`src/rtl/alu_pkg.sv`:
```
// Function codes and data width shared by the execute-stage ALU and the decoder.
package alu_pkg;

   localparam int DATA_W = 32;

   localparam logic [3:0] ALU_AND  = 4'b0000;
   localparam logic [3:0] ALU_OR   = 4'b0001;
   localparam logic [3:0] ALU_XOR  = 4'b0010;
   localparam logic [3:0] ALU_XNOR = 4'b0011;
   localparam logic [3:0] ALU_ADD  = 4'b0100;
   localparam logic [3:0] ALU_SUB  = 4'b1100;
   localparam logic [3:0] ALU_SLT  = 4'b1101;
   localparam logic [3:0] ALU_SLTU = 4'b0110;

endpackage

```
`src/rtl/alu_addsub.sv`:
```
// Shared 33-bit adder/subtractor: a + (b ^ {sub}) + sub, with carry-out and signed overflow.
module alu_addsub
   import alu_pkg::*;
(
   input  logic [DATA_W-1:0] a,
   input  logic [DATA_W-1:0] b,
   input  logic              sub,
   output logic [DATA_W-1:0] sum,
   output logic              carry_out,
   output logic              ovf
);

   logic [DATA_W-1:0] w_b;
   logic [DATA_W:0]   w_full;

   assign w_b    = b ^ {DATA_W{sub}};
   assign w_full = {1'b0, a} + {1'b0, w_b} + {{DATA_W{1'b0}}, sub};

   assign sum       = w_full[DATA_W-1:0];
   assign carry_out = w_full[DATA_W];
   // Using the inverted b makes one rule cover both add and subtract overflow.
   assign ovf       = (a[DATA_W-1] == w_b[DATA_W-1]) && (sum[DATA_W-1] != a[DATA_W-1]);

endmodule

```
`src/rtl/alu.sv`:
```
// Registered 32-bit MIPS execute-stage ALU; one-cycle latency, new op every cycle.
// Optional ALU_OVF_EN adds a registered signed-overflow flag for ADD/SUB.
module alu
   import alu_pkg::*;
(
   input  logic              clk,
   input  logic              reset,
   input  logic [DATA_W-1:0] in1,
   input  logic [DATA_W-1:0] in2,
   input  logic [3:0]        func,
`ifdef ALU_OVF_EN
   output logic              overflow,
`endif
   output logic [DATA_W-1:0] aluout
);

   logic              w_sub;
   logic [DATA_W-1:0] w_sum;
   logic              w_carry;
   logic              w_ovf;
   logic [DATA_W-1:0] w_result;
   logic [DATA_W-1:0] r_aluout;

   assign w_sub = (func == ALU_SUB) || (func == ALU_SLT) || (func == ALU_SLTU);

   alu_addsub u_addsub (
      .a         (in1),
      .b         (in2),
      .sub       (w_sub),
      .sum       (w_sum),
      .carry_out (w_carry),
      .ovf       (w_ovf)
   );

   always_comb begin
      w_result = '0;
      case (func)
         ALU_AND:  w_result = in1 & in2;
         ALU_OR:   w_result = in1 | in2;
         ALU_XOR:  w_result = in1 ^ in2;
         ALU_XNOR: w_result = ~(in1 ^ in2);
         ALU_ADD:  w_result = w_sum;
         ALU_SUB:  w_result = w_sum;
         // Sign of the difference is wrong exactly when the subtraction overflowed.
         ALU_SLT:  w_result = {{(DATA_W-1){1'b0}}, w_sum[DATA_W-1] ^ w_ovf};
         ALU_SLTU: w_result = {{(DATA_W-1){1'b0}}, ~w_carry};
         default:  w_result = '0;
      endcase
   end

   always_ff @(posedge clk) begin
      if (reset) begin
         r_aluout <= '0;
      end else begin
         r_aluout <= w_result;
      end
   end

   assign aluout = r_aluout;

`ifdef ALU_OVF_EN
   logic r_ovf;

   always_ff @(posedge clk) begin
      if (reset) begin
         r_ovf <= 1'b0;
      end else begin
         r_ovf <= ((func == ALU_ADD) || (func == ALU_SUB)) && w_ovf;
      end
   end

   assign overflow = r_ovf;
`endif

endmodule

```
`config.mk`:
```
export PLATFORM = sky130hd
export DESIGN_NAME = alu
export DESIGN_NICKNAME = d
export VERILOG_FILES = /design/src/rtl/alu_pkg.sv /design/src/rtl/alu_addsub.sv /design/src/rtl/alu.sv
export SDC_FILE = /design/constraint.sdc
export NUM_CORES = 1
export LEC_CHECK = 0
export ABC_CLOCK_PERIOD_IN_PS = 5240
export CAP_MARGIN = 5
export CORE_UTILIZATION = 54
export DETAILED_ROUTE_END_ITERATION = 8
export GPL_TIMING_DRIVEN = 1
export PLACE_DENSITY = 0.83
export SETUP_SLACK_MARGIN = 0.02
export SLEW_MARGIN = 10
export SYNTH_ARGS = -nofsm -noshare
export SYNTH_HDL_FRONTEND = slang
export SYNTH_SLANG_ARGS = --single-unit
```
`constraint.sdc`:
```
create_clock -name clk -period 5.24 [get_ports clk]
set_input_delay 0.524 -clock clk [delete_from_list [all_inputs] [get_ports clk]]
set_output_delay 0.524 -clock clk [all_outputs]
set_load 0.05 [all_outputs]
```
==> results.md <==
* Most Frequent Cell on Critical Path: a21oi_1
* Post-synth ARST share at 0
* H-Tree Depth at 2
* Yosys warns at 0
* Met2 Use GR at 0.471
* Die width at 98.9 µm
* GRT Max-Usage Layer: met2
* Area delta synth->final at 22.5%
* Largest register FFs at 32
* Largest net degree at the start of global routing at 91
* Register share of total power at 0.225
* Cells after synthesis at 670
* First-pass GRT wire length at 21600 µm
* I/O Buffers at 101
* Worst Setup Slack, final at 0.954 ns
* Top Ports at 102
* Unrepaired setup endpoints after global routing: false
* Longest Clk Path Bufs at 2
* Hold path startpoint: func[1]
* Number of distinct library cells after synthesis at 52
* NetSw at 0.000490 W
* Comb pwr share at 0.588
* # diodes at 0
* Global-route usage over all layers at 0.265
* Clk pwr share at 0.188
* Status: completed
* Final setup fails at 0
* Setup CP Type: primary input to flip-flop
* Placed Cells at 856
* Via Count at 4985
* GP Congestion at 0.905
* Vias in the first global route at 4948
* Grt met3 use at 0.0333
* Syn nets at 837
* Layout cells sized above 1 at 0.0319
* CTS tree: yes
* Die height at 98.9 µm
* Crit-path cells: clkdlybuf4s50_1 -> or3b_4 -> nand2_1 -> nand2_1 -> buf_4 -> xnor2_1 -> ha_1 -> a21oi_1 -> o21ai_1 -> a21oi_1 -> nor3_1 -> nor2_1 -> o31ai_2 -> a21oi_1 -> o31a_1 -> or3_1
* Placed Area at 6120 µm²
* Area of the die at 9790 µm²
* Switch share at 0.427
* Required time worst endpoint at 5.42 ns
* FF+latch count, synth at 32
* CTS Root Cell: clkbuf_8
* Clk sinks at 32
* Initial antenna violation count at 0
* Routed wire length at 12900 µm
* Hold bufs inserted after CTS at 0
* FILL cells at 746
* Fmax at 233 MHz
* Hold Path Sink: aluout[26]
* WP data arrival at 4.46 ns
* Post-synth top flop: dfxtp_1
* Crit. End Element: flip-flop
* Leakage at 2.95 nW
* Starting Density at 0.554
* Site row count at 35
* Class of the worst hold path: primary input to flip-flop
* Min Tclk post-route at 4.29 ns
* Drt first pass iters at 5
* Relative slew slack at 0.197
* Pre-CTS WS at 0.690 ns
* WHS Path Cells at 4
* Internal power at 0.000657 W
* DRC Markers at 0
* Worst Setup Start Kind: primary input
* Post-Syn Area per Cell at 7.57 µm²
* DRT iter0 DRCs at 140
* Fin. Hold Viols at 0
* Slowest stage cell, crit path: clkdlybuf4s50_1
* GRT overflow at 0
* Post-synth EDFFs at 0
* # Max-Cap Violations at 0
* Final worst-path cycle share at 0.818
* Clock transition at path regs at 0.07 ns
* Core area at 9150 µm²
* HPWL Detailed at 9780 µm
* Met1 usage at 0.327
* Syn Std Cell Area at 5070 µm²
* Post-CTS Setup Bufs at 0
* Worst VDD drop at 0.105 mV
* Design Area, Final at 6210 µm²
* WL/cell at 15.0 µm
* Sequential share of the synthesized area at 0.126
* Post-CTS sizing at 0
* CTS Buf Count at 5
* Max stage delay on crit path at 0.53 ns
* Crit-path max FO at 31
* Final core occ at 0.679
* Setup tns final at 0 ns
* Fin cells at 864
* Pwr dens at 185 nW/µm²
* Routed Antenna Nets at 0
* Fin nets at 919
* DR vias/cell at 5.77
* Worst-Margin Slew at 1.20 ns
* Max Transition Viols Final at 0
==> worst max-delay path: cells and delay by family <==
family | cells | cell delay (ns)
compound gates | 6 | 1.21
buf+inv | 2 | 0.84
xor+xnor | 1 | 0.20
simple gates | 6 | 1.30
fa+ha+maj | 1 | 0.38
==> per-layer routing <==
| layer | routed length (µm) | share of wire | vias up |
|---|---|---|---|
| met5 | 0 | 0 | - |
| met4 | 286 | 0.022 | 0 |
| met2 | 6400 | 0.49 | 159 |
| li1 | - | - | 2455 |
| met3 | 620 | 0.048 | 31 |
| met1 | 5630 | 0.44 | 2340 |
==> power by group through the flow <==
stage / sequential (W) / clock (W) / combinational (W)
3_5_place_dp: 0.000264 / 0 / 0.000663
2_1_floorplan: 0.000304 / 0 / 0.000438
4_1_cts: 0.000258 / 0.000220 / 0.000668
6_report: 0.000258 / 0.000215 / 0.000674
5_1_grt: 0.000259 / 0.000226 / 0.000741
3_3_place_gp: 0.000263 / 0 / 0.000639
==> cell usage in the layout (no fill, tap or decap), drive strengths merged, types with 3 or more instances in the layout <==
master,synthesis,final
clkbuf,19,8
inv,78,78
clkdlybuf4s50,0,99
nor3,7,7
nand2b,5,5
o31ai,3,3
o211ai,4,4
nor2,43,43
o21ai,50,50
xor2,37,37
a21o,27,27
mux2i,13,13
a211oi,12,12
a31oi,3,3
o22ai,16,16
nand3,6,6
dfxtp,32,32
a22oi,13,13
or3,6,6
buf,11,6
ha,96,96
nor3b,4,4
a21oi,38,38
nor4,4,4
o21a,6,6
and3,7,7
nand2,55,55
xnor2,52,52
==> synth_stat cells, types with 2 or more instances <==
cell type   n  share of area
a211oi_1   12          0.018
a21o_1     27          0.040
a21oi_1    37          0.036
a22oi_1    13          0.019
a311oi_1    2         0.0035
a31oi_1     2         0.0025
and2_1      2         0.0025
and3_1      7         0.0086
buf_1       9         0.0067
buf_6       2         0.0044
clkbuf_1   19          0.014
dfxtp_1    32           0.13
ha_1       96           0.24
inv_1      78          0.058
mux2i_1    13          0.026
nand2_1    55          0.041
nand2b_1    5         0.0062
nand3_1     6         0.0059
nand3b_1    2         0.0030
nand4_1     2         0.0025
nor2_1     43          0.032
nor3_1      7         0.0069
nor3b_1     4         0.0059
nor4_1      3         0.0037
o211ai_1    4         0.0059
o21a_1      6         0.0089
o21ai_0    47          0.046
o21ai_1     3         0.0030
o21bai_1    2         0.0030
o22ai_1    16          0.020
or3_1       6         0.0074
xnor2_1    52          0.090
xor2_1     37          0.064
==> cell type report <==
type                            count  area [µm²]  share of cell area
Multi-Input combinational cell    530        4020               0.647
Timing Repair Buffer              105        1030               0.166
Sequential cell                    32         641               0.103
Inverter                           78         293              0.0471
Tap cell                          111         139              0.0223
Clock buffer                        8        90.1              0.0145
==> worst max-delay path by stage <==
stage                        from         end  slack [ns]  depth (start not counted)
after global placement    func[3]  aluout[29]        0.84                         16
after CTS                 func[3]   aluout[0]        0.98                         16
after global routing      func[3]   aluout[0]        0.70                         16
final                     func[3]   aluout[0]        0.95                         16
after detailed placement  func[3]   aluout[0]        0.69                         16
after floorplan           func[0]   aluout[0]        1.38                         16
==> through the flow <==
stage | power (W) | hold WS (ns)
floorplan | 0.000742 | 0.768
global placement | 0.000902 | 1.30
detailed placement | 0.000926 | 1.30
CTS | 0.00115 | 0.992
global route | 0.00123 | 1.06
finish | 0.00115 | 1.01
==> kinds of logic (layout without fill, tap and decap cells) <==
family                     after synthesis  after routing  share of synthesized area
AOI/OAI and AO/OA                      184            184                      0.236
and+or+nand+nor                        147            147                      0.135
buffers and inverters                  108            191                     0.0828
adders and majority gates               97             97                      0.241
xor gates and xnor gates                89             89                      0.154
DFF                                     32             32                      0.126
muxes                                   13             13                     0.0256
No activity file was read; power rests on OpenSTA's default activity.
